[src/rtl/mdu_pkg.sv]
// mdu_pkg: shared op/state enums and decode constants for the multiply/divide unit
package mdu_pkg;
    typedef enum logic [2:0] {
        MD_MUL, MD_MULH, MD_MULHSU, MD_MULHU, MD_DIV, MD_DIVU, MD_REM, MD_REMU
    } md_op_e;
    typedef enum logic [1:0] {S_IDLE, S_CALC, S_DONE} mdu_state_e;
    localparam logic [6:0] FUNCT7_MULDIV = 7'b0000001;
    localparam logic [1:0] ALUOP_RTYPE   = 2'b10;
endpackage

[src/rtl/mdu_iter_datapath.sv]
// mdu_iter_datapath: shared radix-2 shift-add multiply / restoring divide on magnitudes
// Ports: clk, rst_n (async active-low); load latches a/b/div and clears the accumulator;
//        step runs one iteration; hi/lo are product high/low or remainder/quotient.
// Config: MDU_FAST_MUL_EN loads the full product in one cycle on a multiply load.
module mdu_iter_datapath #(
    parameter int XLEN = 32
) (
    input  logic            clk,
    input  logic            rst_n,
    input  logic            load,
    input  logic            step,
    input  logic            div,
    input  logic [XLEN-1:0] a,
    input  logic [XLEN-1:0] b,
    output logic [XLEN-1:0] hi,
    output logic [XLEN-1:0] lo
);
    logic [XLEN-1:0] b_q;
    logic            div_q;
    logic [XLEN:0]   mul_sum, shl, diff;

    // diff[XLEN] set means the trial subtraction went negative (restore)
    always_comb begin
        mul_sum = {1'b0, hi} + (lo[0] ? {1'b0, b_q} : '0);
        shl     = {hi, lo[XLEN-1]};
        diff    = shl - {1'b0, b_q};
    end

    always_ff @(posedge clk or negedge rst_n) begin
        if (!rst_n) begin
            hi    <= '0;
            lo    <= '0;
            b_q   <= '0;
            div_q <= 1'b0;
        end else if (load) begin
            b_q   <= b;
            div_q <= div;
`ifdef MDU_FAST_MUL_EN
            {hi, lo} <= div ? {{XLEN{1'b0}}, a} : {{XLEN{1'b0}}, a} * {{XLEN{1'b0}}, b};
`else
            hi <= '0;
            lo <= a;
`endif
        end else if (step) begin
            if (div_q) begin
                hi <= diff[XLEN] ? shl[XLEN-1:0] : diff[XLEN-1:0];
                lo <= {lo[XLEN-2:0], ~diff[XLEN]};
            end else begin
                hi <= mul_sum[XLEN:1];
                lo <= {mul_sum[0], lo[XLEN-1:1]};
            end
        end
    end
endmodule

[src/rtl/mdu_controller.sv]
// mdu_controller: RV M-extension decode, IDLE/CALC/DONE sequencing and sign fix-up
// Ports: clk, rst_n (async active-low); ALUOp/Funct7/Funct3 decode fields; valid_in, rs1, rs2
//        operands; flush aborts. Outputs: is_md (comb match), stall, ready (IDLE),
//        result and one-cycle result_valid.
// Config: MDU_FAST_MUL_EN sends multiplies straight to DONE (single-cycle multiplier).
module mdu_controller
    import mdu_pkg::*;
#(
    parameter int XLEN  = 32,
    parameter int CNT_W = $clog2(XLEN) + 1
) (
    input  logic            clk,
    input  logic            rst_n,
    input  logic [1:0]      ALUOp,
    input  logic [6:0]      Funct7,
    input  logic [2:0]      Funct3,
    input  logic            valid_in,
    input  logic [XLEN-1:0] rs1,
    input  logic [XLEN-1:0] rs2,
    input  logic            flush,
    output logic            is_md,
    output logic            stall,
    output logic [XLEN-1:0] result,
    output logic            result_valid,
    output logic            ready
);
    mdu_state_e        state;
    logic [CNT_W-1:0]  count;
    md_op_e            op_in, op_q;
    logic              accept, in_div, a_sgn, b_sgn, a_neg, b_neg, in_dz, in_ovf, skip;
    logic              a_neg_q, b_neg_q, dz_q, ovf_q;
    logic [XLEN-1:0]   a_mag, b_mag, rs1_q, hi, lo, q_fix, r_fix, res;
    logic [2*XLEN-1:0] prod_fix;

    assign is_md  = (ALUOp == ALUOP_RTYPE) && (Funct7 == FUNCT7_MULDIV);
    assign ready  = (state == S_IDLE);
    assign accept = valid_in & is_md & ready & ~flush;
    assign stall  = accept | (state != S_IDLE);
    assign op_in  = md_op_e'(Funct3);
    assign in_div = Funct3[2];
    assign a_sgn  = op_in inside {MD_MUL, MD_MULH, MD_MULHSU, MD_DIV, MD_REM};
    assign b_sgn  = op_in inside {MD_MUL, MD_MULH, MD_DIV, MD_REM};
    assign a_neg  = a_sgn & rs1[XLEN-1];
    assign b_neg  = b_sgn & rs2[XLEN-1];
    assign a_mag  = a_neg ? -rs1 : rs1;
    assign b_mag  = b_neg ? -rs2 : rs2;
    assign in_dz  = in_div & (rs2 == '0);
    assign in_ovf = in_div & a_sgn & (rs1 == {1'b1, {(XLEN-1){1'b0}}}) & (rs2 == '1);
`ifdef MDU_FAST_MUL_EN
    assign skip   = in_dz | in_ovf | ~in_div;
`else
    assign skip   = in_dz | in_ovf;
`endif

    mdu_iter_datapath #(.XLEN(XLEN)) u_dp (
        .clk   (clk),
        .rst_n (rst_n),
        .load  (accept),
        .step  (state == S_CALC),
        .div   (in_div),
        .a     (a_mag),
        .b     (b_mag),
        .hi    (hi),
        .lo    (lo)
    );

    // quotient sign is a^b, remainder follows the dividend
    always_comb begin
        prod_fix = (a_neg_q ^ b_neg_q) ? -{hi, lo} : {hi, lo};
        q_fix    = (a_neg_q ^ b_neg_q) ? -lo : lo;
        r_fix    = a_neg_q ? -hi : hi;
        res      = dz_q    ? (op_q[1] ? rs1_q : '1) :
                   ovf_q   ? (op_q[1] ? '0 : rs1_q) :
                   op_q[2] ? (op_q[1] ? r_fix : q_fix) :
                   (op_q == MD_MUL) ? prod_fix[XLEN-1:0] : prod_fix[2*XLEN-1:XLEN];
    end

    always_ff @(posedge clk or negedge rst_n) begin
        if (!rst_n) begin
            state        <= S_IDLE;
            count        <= '0;
            result       <= '0;
            result_valid <= 1'b0;
            op_q         <= MD_MUL;
            a_neg_q      <= 1'b0;
            b_neg_q      <= 1'b0;
            dz_q         <= 1'b0;
            ovf_q        <= 1'b0;
            rs1_q        <= '0;
        end else begin
            result_valid <= 1'b0;
            if (flush) begin
                state <= S_IDLE;
            end else begin
                case (state)
                    S_IDLE: if (accept) begin
                        op_q    <= op_in;
                        a_neg_q <= a_neg;
                        b_neg_q <= b_neg;
                        dz_q    <= in_dz;
                        ovf_q   <= in_ovf;
                        rs1_q   <= rs1;
                        count   <= '0;
                        state   <= skip ? S_DONE : S_CALC;
                    end
                    S_CALC: begin
                        count <= count + CNT_W'(1);
                        if (count == CNT_W'(XLEN - 1)) state <= S_DONE;
                    end
                    S_DONE: begin
                        result       <= res;
                        result_valid <= 1'b1;
                        state        <= S_IDLE;
                    end
                    default: state <= S_IDLE;
                endcase
            end
        end
    end
endmodule

[config.mk]
export PLATFORM = sky130hd
export DESIGN_NAME = mdu_controller
export DESIGN_NICKNAME = d
export VERILOG_FILES = /design/src/rtl/mdu_pkg.sv /design/src/rtl/mdu_iter_datapath.sv /design/src/rtl/mdu_controller.sv
export SDC_FILE = /design/constraint.sdc
export NUM_CORES = 1
export LEC_CHECK = 0
export ABC_AREA = 1
export CAP_MARGIN = 20
export CORE_ASPECT_RATIO = 2
export CORE_MARGIN = 3
export CORE_UTILIZATION = 50
export CTS_BUF_LIST = sky130_fd_sc_hd__clkbuf_4
export CTS_CLUSTER_SIZE = 14
export DETAILED_ROUTE_END_ITERATION = 12
export GPL_TIMING_DRIVEN = 0
export MAX_ROUTING_LAYER = met4
export PLACE_DENSITY_LB_ADDON = 0.3
export RECOVER_POWER = 100
export SYNTH_ARGS = -nofsm -noshare
export SYNTH_HDL_FRONTEND = slang
export SYNTH_HIERARCHICAL = 1
export SYNTH_SLANG_ARGS = --single-unit
[constraint.sdc]
create_clock -name clk -period 3.5 [get_ports clk]
set_input_delay 0.7 -clock clk [delete_from_list [all_inputs] [get_ports clk]]
set_output_delay 0.7 -clock clk [all_outputs]
set_load 0.01 [all_outputs]
==> run metrics, run 1 <==
Die X=roughly 140 um; vias in the first global route=23300; initial core utilization=0.508; ys async rst share=1.00; clock root buffer master=clkbuf_4; Synthesized Nets=3446; synthesized area=0.0190 sq mm; Mapped Cells=3294; register bit count reported by yosys=177; status=did not finish; CTS Sinks=177; Err=[ERROR GRT-0116] Global routing finished with congestion. Check the congestion regions in the DRC Viewer.; first-pass GRT wire length=144000 um; main flop type after synthesis=dfrtp_1; Detailed Place HPWL=77200 um; number of synthesized flops with an enable pin=0; largest net degree at the start of global routing=120; share of the synthesized area in the top cell type=0.233; Die Y=roughly 280 um; Area contributors post-synth=dfrtp_1 23%, nand2_1 22%, inv_1 10%, nand3_1 7.5%, o21ai_0 6.0%; yosys warns=6; htree depth=4; Port Buf Inserts=115; site row count=100; cell taking the most area after synthesis=dfrtp_1; GPL Wtd Cong=1.13; Place WS=-1240 ps; worst-case clock buffer depth=2; CTS Buf Count=17; Total Routing Usage GR=0.498; placed cell count=3869; Unique masters post-synth=49; Ports=between 100 and 150; total gr overflow=2; syn avg cell area=5.77 sq um; sequential fraction of the synthesis area=0.233; Failed at=5_1_grt
## metal layers
layer,GRT overflow,GRT usage
met4,1,0.556
met1,0,0.435
met3,0,0.141
met2,1,0.792
met5,-,-
## synth_stat cells (2+ instances only)
library cell	number
o31ai_1	2
nor2_1	299
nand3b_1	12
nand3_1	285
o21ai_0	229
nor3b_2	2
nor4_1	7
and2_1	5
inv_2	5
nor2_4	3
xor2_1	77
o21bai_1	10
a21oi_1	135
clkbuf_1	76
buf_6	7
ha_1	70
dfrtp_1	177
nor3_2	6
a31oi_1	11
o21ai_1	24
a21o_1	3
inv_1	506
nand4_1	39
clkinv_1	5
buf_1	8
nand2_4	3
fa_1	2
nand2_2	10
buf_4	5
a21oi_2	4
nor2_2	7
nor3_1	36
or2_2	5
xnor2_1	31
o221ai_1	32
o21ai_2	2
buf_2	10
o211ai_1	16
nand2_1	1118
## cells by family after synthesis
| family | count (synthesis) | synth area share |
|---|---|---|
| mux | 1 | 0.000593 |
| compound gates | 475 | 0.139 |
| simple gates | 1839 | 0.402 |
| xor+xnor | 108 | 0.0498 |
| flops | 177 | 0.233 |
| fa+ha+maj | 72 | 0.0482 |
| buf+inv | 622 | 0.127 |
## metrics by stage
| stage | instance area (sq um) | hold slack [ps] | TNS (ps) | utilization |
|---|---|---|---|---|
| after CTS | 21100 | 503 | 0 | 0.563 |
| after floorplan | 19000 | 404 | 0 | - |
| after global placement | 20700 | 462 | -1104900 | 0.554 |
| after detailed placement | 20800 | 464 | -81510 | 0.555 |
## repair_timing
item                                   4_1_cts
hold buffers                                 1
resized for setup                            5
setup endpoints to repair                   61
endpoints found under the hold margin       58
setup buffers                                0
==> inputs of run 2 (changes only) <==
--- a/config.mk
+++ b/config.mk
@@ -7,15 +7,11 @@
 export LEC_CHECK = 0
 export ABC_AREA = 1
 export CAP_MARGIN = 20
-export CORE_ASPECT_RATIO = 2
 export CORE_MARGIN = 3
-export CORE_UTILIZATION = 50
-export CTS_BUF_LIST = sky130_fd_sc_hd__clkbuf_4
-export CTS_CLUSTER_SIZE = 14
+export CORE_UTILIZATION = 35
 export DETAILED_ROUTE_END_ITERATION = 12
 export GPL_TIMING_DRIVEN = 0
-export MAX_ROUTING_LAYER = met4
-export PLACE_DENSITY_LB_ADDON = 0.3
+export PLACE_DENSITY_LB_ADDON = 0.15
 export RECOVER_POWER = 100
 export SYNTH_ARGS = -nofsm -noshare
 export SYNTH_HDL_FRONTEND = slang
==> run 2 against run 1 <==
Net effect:
- the flow now finishes, with violations (capacitance limit, slew limit)
- area after synthesis did not move
- synthesized cell count did not move
==> run metrics, run 2 <==
Tmin final=~3300 ps; M1 wire length=37900 um; Max FO, Critical Path=10; die area=around 0.057 sq mm; first-pass GRT wire length=121000 um; Setup crit end kind=flip-flop; Pwr Total=5.21 mW; Clock Skew=14.3 ps; final hold slack=477 ps; met2 wire len=roughly 33000 um; Synthesized Nets=3446; Final period util=0.956; WL met3=8110 um; Synth top cells by count=1118 x nand2_1, 506 x inv_1, 299 x nor2_1; sequential fraction of the synthesis area=0.233; # DRC=0; CTS clk-pin slew, worst paths=roughly 80 ps; Worst path slowest cell=clkbuf_1; total gr overflow=0; clk_lat worst skew=between 400 and 500 ps; Critical Path AT=3730 ps; final wirelength=81000 um; most common cell in the netlist=nand2_1; Area contributors post-synth=dfrtp_1 23%, nand2_1 22%, inv_1 10%, nand3_1 7.5%, o21ai_0 6.0%; Unique masters post-synth=49; Filler cells=between 6000 and 7000; most common cell after layout, fill and taps aside=nand2_1; crit-path cells=inv_1 > nand2_1 > nand2_1 > inv_1 > clkbuf_2 > clkbuf_1 > o21ai_0 > nand3_1 > nand2_1 > nand3_1 > nand3_1 > nand2_1 > nand2_1 > nand2_1 > nand2_1; site row count=84; register bit count reported by yosys=177; Slew @ Worst Pin=approximately 2300 ps; main flop type after synthesis=dfrtp_1; cell taking the most area after synthesis=dfrtp_1; status=finished with violations; CTS tree=yes; routed len/inst=19.6 um; Fmax achieved=299 MHz; number of synthesized flops with an enable pin=0; clock root buffer master=clkbuf_16; Core Util, Final=0.406; share of the synthesized area in the top cell type=0.233; GPL Wtd Cong=0.998; unrepaired setup endpoints after global routing=no; drt pass-1 iters=7; Ports=~120; CTS Buf Count=17; vias in the first global route=19900; P per Cell Area=about 240 mW/mm^2; Pleak=~11 nW; Area Growth Syn to Fin=13.7%; ANT nets after route=0; yosys warns=6; Die Y=239 um; Mapped Cells=3294; DR iter-0 viols=2503; CTS Sinks=~180; worst-case clock buffer depth=2; Detailed Place HPWL=approximately 68000 um; Hold Buf Count CTS=0; worst hold path class=flip-flop to flip-flop; peak supply drop=348 uV; Final nets=roughly 3600; postcts setup bufs=0; Crit path top cell by count=nand2_1; CP required=between 3000 and 4000 ps; Total Routing Usage GR=0.280; MaxCap Viol Count=1; worst rel slew slack=-0.564; ys async rst share=1.00; type of origin of the critical path=flip-flop; largest net degree at the start of global routing=93; via count=22000; Port Buf Inserts=115; final setup violation count=0; Inserted Diodes=0; initial core utilization=0.357; Core ar.=0.0532 sq mm; Die X=239 um; syn avg cell area=between 5 and 6 sq um; most frequent cells in the layout=1119 x nand2_1, 507 x inv_1, 301 x nor2_1; Max Slew Vio Count=86; fraction of layout cells with a size suffix above 1=0.0302; failing checks=capacitance limit, slew limit; initial antenna violation count=0; Hold Fails Final Rpt=0; Max Used Layer=met4; htree depth=4; synthesized area=about 0.019 sq mm; post-detailed-route via-to-cell ratio=5.32; crit path kind=flip-flop to flip-flop; Slowest Stage Delay on Critical Path=between 600 and 700 ps
## run 2: cell counts after synthesis
Identical to the previous run, type by type.
## run 2: layout make-up
type                    count  area (sq um)  share of cell area
plain buffers             104           469              0.0217
clock inverters            13           145             0.00672
flip-flops and latches    177          4430               0.205
repair buffers            116          1170              0.0543
well taps                 688           861              0.0398
inverters                 516          1940              0.0899
multi-input cells        2495         12100               0.562
clock buffers              19           443              0.0205
## run 2: critical path: cells and delay by family (launching register included)
kind	cells	cell delay (ps)
buf+inv	4	1440
flops	1	530
simple gates	10	960
compound gates	1	290
## run 2: path summary, 6_finish.rpt
| check | startpoint | endpoint | slack [ps] | cells past startpoint |
|---|---|---|---|---|
| max in group asynchronous | rst_n | result[23]$_DFFE_PN0P_ | 1200 | 2 |
| worst max-delay path | a_neg_q$_DFFE_PN0P_ | result[20]$_DFFE_PN0P_ | 150 | 15 |
| worst max register to register | a_neg_q$_DFFE_PN0P_ | result[20]$_DFFE_PN0P_ | 150 | 15 |
| worst min register to register | result[22]$_DFFE_PN0P_ | result[22]$_DFFE_PN0P_ | 480 | 2 |
| min in group asynchronous | rst_n | u_dp/b_q[26]$_DFFE_PN0P_ | 920 | 1 |
| worst min-delay path | result[22]$_DFFE_PN0P_ | result[22]$_DFFE_PN0P_ | 480 | 2 |
## run 2: repair_timing
item                                    in CTS  in global routing
endpoints found under the setup margin      58                 71
gates resized for setup                      6                  4
pin swaps                                    0                  0
hold endpoints to repair                     0                  0
## run 2: cell families after synthesis
| family | share of synthesized area |
|---|---|
| adder cells (fa/ha/maj) | 0.0482 |
| flip-flops | 0.233 |
| XOR/XNOR | 0.0498 |
| multiplexers | 0.000593 |
| AND/OR/NAND/NOR | 0.402 |
| AO/OA/AOI/OAI | 0.139 |
| buffers and inverters | 0.127 |
## run 2: routing by layer
layer	up-vias	track usage
li1	10700	-
met1	10200	0.429
met2	960	0.393
met3	119	0.0500
met4	0	0.0916
met5	-	0
## run 2: where the power goes
part	switching, mW	internal [mW]	total, mW
combinational	0.646	0.367	1.01
clock	0.948	1.03	1.97
sequential	0.107	2.11	2.22
## run 2: metrics by stage
stage                     area, sq um  TNS [ps]  setup slack, ps  instances
after floorplan                 19000         0              566       3294
after global placement          21000  -1123740            -6080       4097
after detailed placement        21000    -58350            -1000       4098
after CTS                       21600         0             50.2       4129
after global routing            21600         0             58.5       4128
final                           21600         0              155       4128
Power figures use the tool's default switching activity.
==> inputs of run 3 (changes only) <==
--- a/config.mk
+++ b/config.mk
@@ -9,10 +9,12 @@
 export CAP_MARGIN = 20
 export CORE_MARGIN = 3
 export CORE_UTILIZATION = 35
+export CTS_CLUSTER_DIAMETER = 100
 export DETAILED_ROUTE_END_ITERATION = 12
 export GPL_TIMING_DRIVEN = 0
 export PLACE_DENSITY_LB_ADDON = 0.15
 export RECOVER_POWER = 100
+export REMOVE_ABC_BUFFERS = 1
 export SYNTH_ARGS = -nofsm -noshare
 export SYNTH_HDL_FRONTEND = slang
 export SYNTH_HIERARCHICAL = 1
==> run 3 against run 2 <==
Net effect:
- the flow still finishes with violations (capacitance limit, slew limit)
- highest routed layer unchanged
- cell area is 0.19% lower
- clock skew is 2.0 ps higher
- final cell count is 2.0% lower
- power is 0.72% lower
- combinational power is 4% lower
==> run metrics, run 3 (synthesis results as in run 2) <==
Die X=239 um; initial core utilization=0.357; setup TNS after final layout=0 ps; Total Routing Usage GR=0.253; Inserted Diodes=0; final wirelength=72800 um; Die Y=239 um; Ports=116; largest net degree at the start of global routing=104; site row count=84; GPL Wtd Cong=around 0.97; MaxCap Viol Count=2; failing checks=capacitance limit, slew limit; total gr overflow=0; final setup violation count=0; Core ar.=0.0532 sq mm; Max FO, Critical Path=13; vias in the first global route=around 19000; status=finished with violations; via count=21000; Final period util=0.952; clk_lat worst skew=500 ps; unrepaired setup endpoints after global routing=no; # DRC=0; DR iter-0 viols=1901; routed len/inst=18.0 um; worst hold path class=flip-flop to flip-flop; Port Buf Inserts=115; CTS tree=yes; Max Slew Vio Count=116; Pleak=11.5 nW; Slew @ Worst Pin=2130 ps; final hold slack=474 ps; CTS Sinks=177; initial antenna violation count=0; die area=0.0571 sq mm; Tmin final=roughly 3300 ps; Filler cells=just under 6000; clock root buffer master=clkbuf_16; CTS Buf Count=17; Final nets=3496; CTS clk-pin slew, worst paths=70 ps; Detailed Place HPWL=approximately 57000 um; first-pass GRT wire length=~110000 um; most frequent cells in the layout=1120 x nand2_1, 506 x inv_1, 297 x nor2_1; Fmax achieved=300 MHz; Hold Fails Final Rpt=0; type of origin of the critical path=input pin; peak supply drop=381 uV; Setup crit end kind=primary output; Final WS setup=168 ps; Clock Skew=between 15 and 20 ps; P per Cell Area=240 mW/mm^2; drt pass-1 iters=5; worst-case clock buffer depth=2; htree depth=4; crit path kind=input pin to primary output; Area Growth Syn to Fin=13.5%; worst rel slew slack=-0.420; fraction of layout cells with a size suffix above 1=0.0319; ANT nets after route=0; Critical Path AT=about 2600 ps; post-detailed-route via-to-cell ratio=5.18; Place WS=-1670 ps; CP required=2800 ps; most common cell after layout, fill and taps aside=nand2_1
## run 3: cell count changes in the layout (fill, tap and decap cells not counted), sizes merged
cell,previous run,this run
clkdlybuf4s50,76,77
clkinvlp,3,4
dlygate4sd3,38,37
buf,28,17
nand3,286,287
nor2,309,310
clkbuf,97,22
## run 3: timing repair
| action | 4_1_cts | 5_1_grt |
|---|---|---|
| cloned | 0 | 2 |
| pin swaps | 1 | 2 |
| resized for setup | 9 | 7 |
| endpoints found under the hold margin | 0 | 0 |
| hold buffers | 0 | 0 |
| buffers inserted | 3 | 0 |
| setup endpoints to repair | 96 | 66 |
## run 3: metal layers
layer / track usage / wire length, um / part of all wire / up-vias
li1: - / - / - / 10600
met4: 0.0629 / 1260 / 0.017 / 0
met3: 0.0442 / 5840 / 0.080 / 55
met1: 0.389 / 35700 / 0.49 / 9645
met2: 0.361 / 30000 / 0.41 / 687
met5: 0 / 0 / 0 / -
## run 3: power by group
| group | switching [mW] | internal (mW) | total [mW] | leakage [nW] |
|---|---|---|---|---|
| Sequential | 0.102 | 2.11 | 2.21 | 2.06 |
| Combinational | 0.596 | 0.372 | 0.968 | 9.12 |
| Clock | 0.987 | 1.00 | 1.99 | 0.270 |
## run 3: layout make-up
| class | count | area (sq um) | share of cell area |
|---|---|---|---|
| Tap cell | 688 | 861 | 0.0399 |
| Timing Repair Buffer | 135 | 1530 | 0.0710 |
| Clock buffer | 18 | 429 | 0.0199 |
| Inverter | 516 | 1960 | 0.0909 |
| Sequential cell | 177 | 4440 | 0.206 |
| Clock inverter | 14 | 143 | 0.00662 |
| Multi-Input combinational cell | 2497 | 12200 | 0.566 |
## run 3: worst paths after layout
kind,from,end,slack (ps),cells past startpoint
hold reg to reg,result[10]$_DFFE_PN0P_,result[10]$_DFFE_PN0P_,470,2
setup reg to reg,a_neg_q$_DFFE_PN0P_,result[26]$_DFFE_PN0P_,200,15
hold / removal,result[10]$_DFFE_PN0P_,result[10]$_DFFE_PN0P_,470,2
setup / recovery,Funct7[3],stall,170,7
max in group asynchronous,rst_n,u_dp/lo[0]$_DFFE_PN0P_,1270,1
min in group asynchronous,rst_n,u_dp/b_q[27]$_DFFE_PN0P_,780,1
## run 3: through the flow
stage	utilization	area [sq um]	power, mW	std cells
finish	0.405	21600	5.17	4045
global route	0.405	21600	5.42	4045
CTS	0.405	21500	5.22	4040
detailed placement	0.393	20900	3.22	4005
global placement	0.386	20500	3.20	3991
floorplan	-	18500	2.76	3188
## run 3: worst max-delay path: stages
cell	delay (ps)
clkdlybuf4s50_1	400
nor2_1	100
nand3b_1	130
nor3b_4	290
nand3_4	240
nand2_1	160
dlygate4sd3_1	610
==> inputs of run 4 (changes only) <==
--- a/config.mk
+++ b/config.mk
@@ -11,6 +11,7 @@
 export CORE_UTILIZATION = 35
 export CTS_CLUSTER_DIAMETER = 100
 export DETAILED_ROUTE_END_ITERATION = 12
+export GPL_ROUTABILITY_DRIVEN = 1
 export GPL_TIMING_DRIVEN = 0
 export PLACE_DENSITY_LB_ADDON = 0.15
 export RECOVER_POWER = 100
==> results of run 4 <==
Final layout, timing and power as in run 3 (identical DEF).
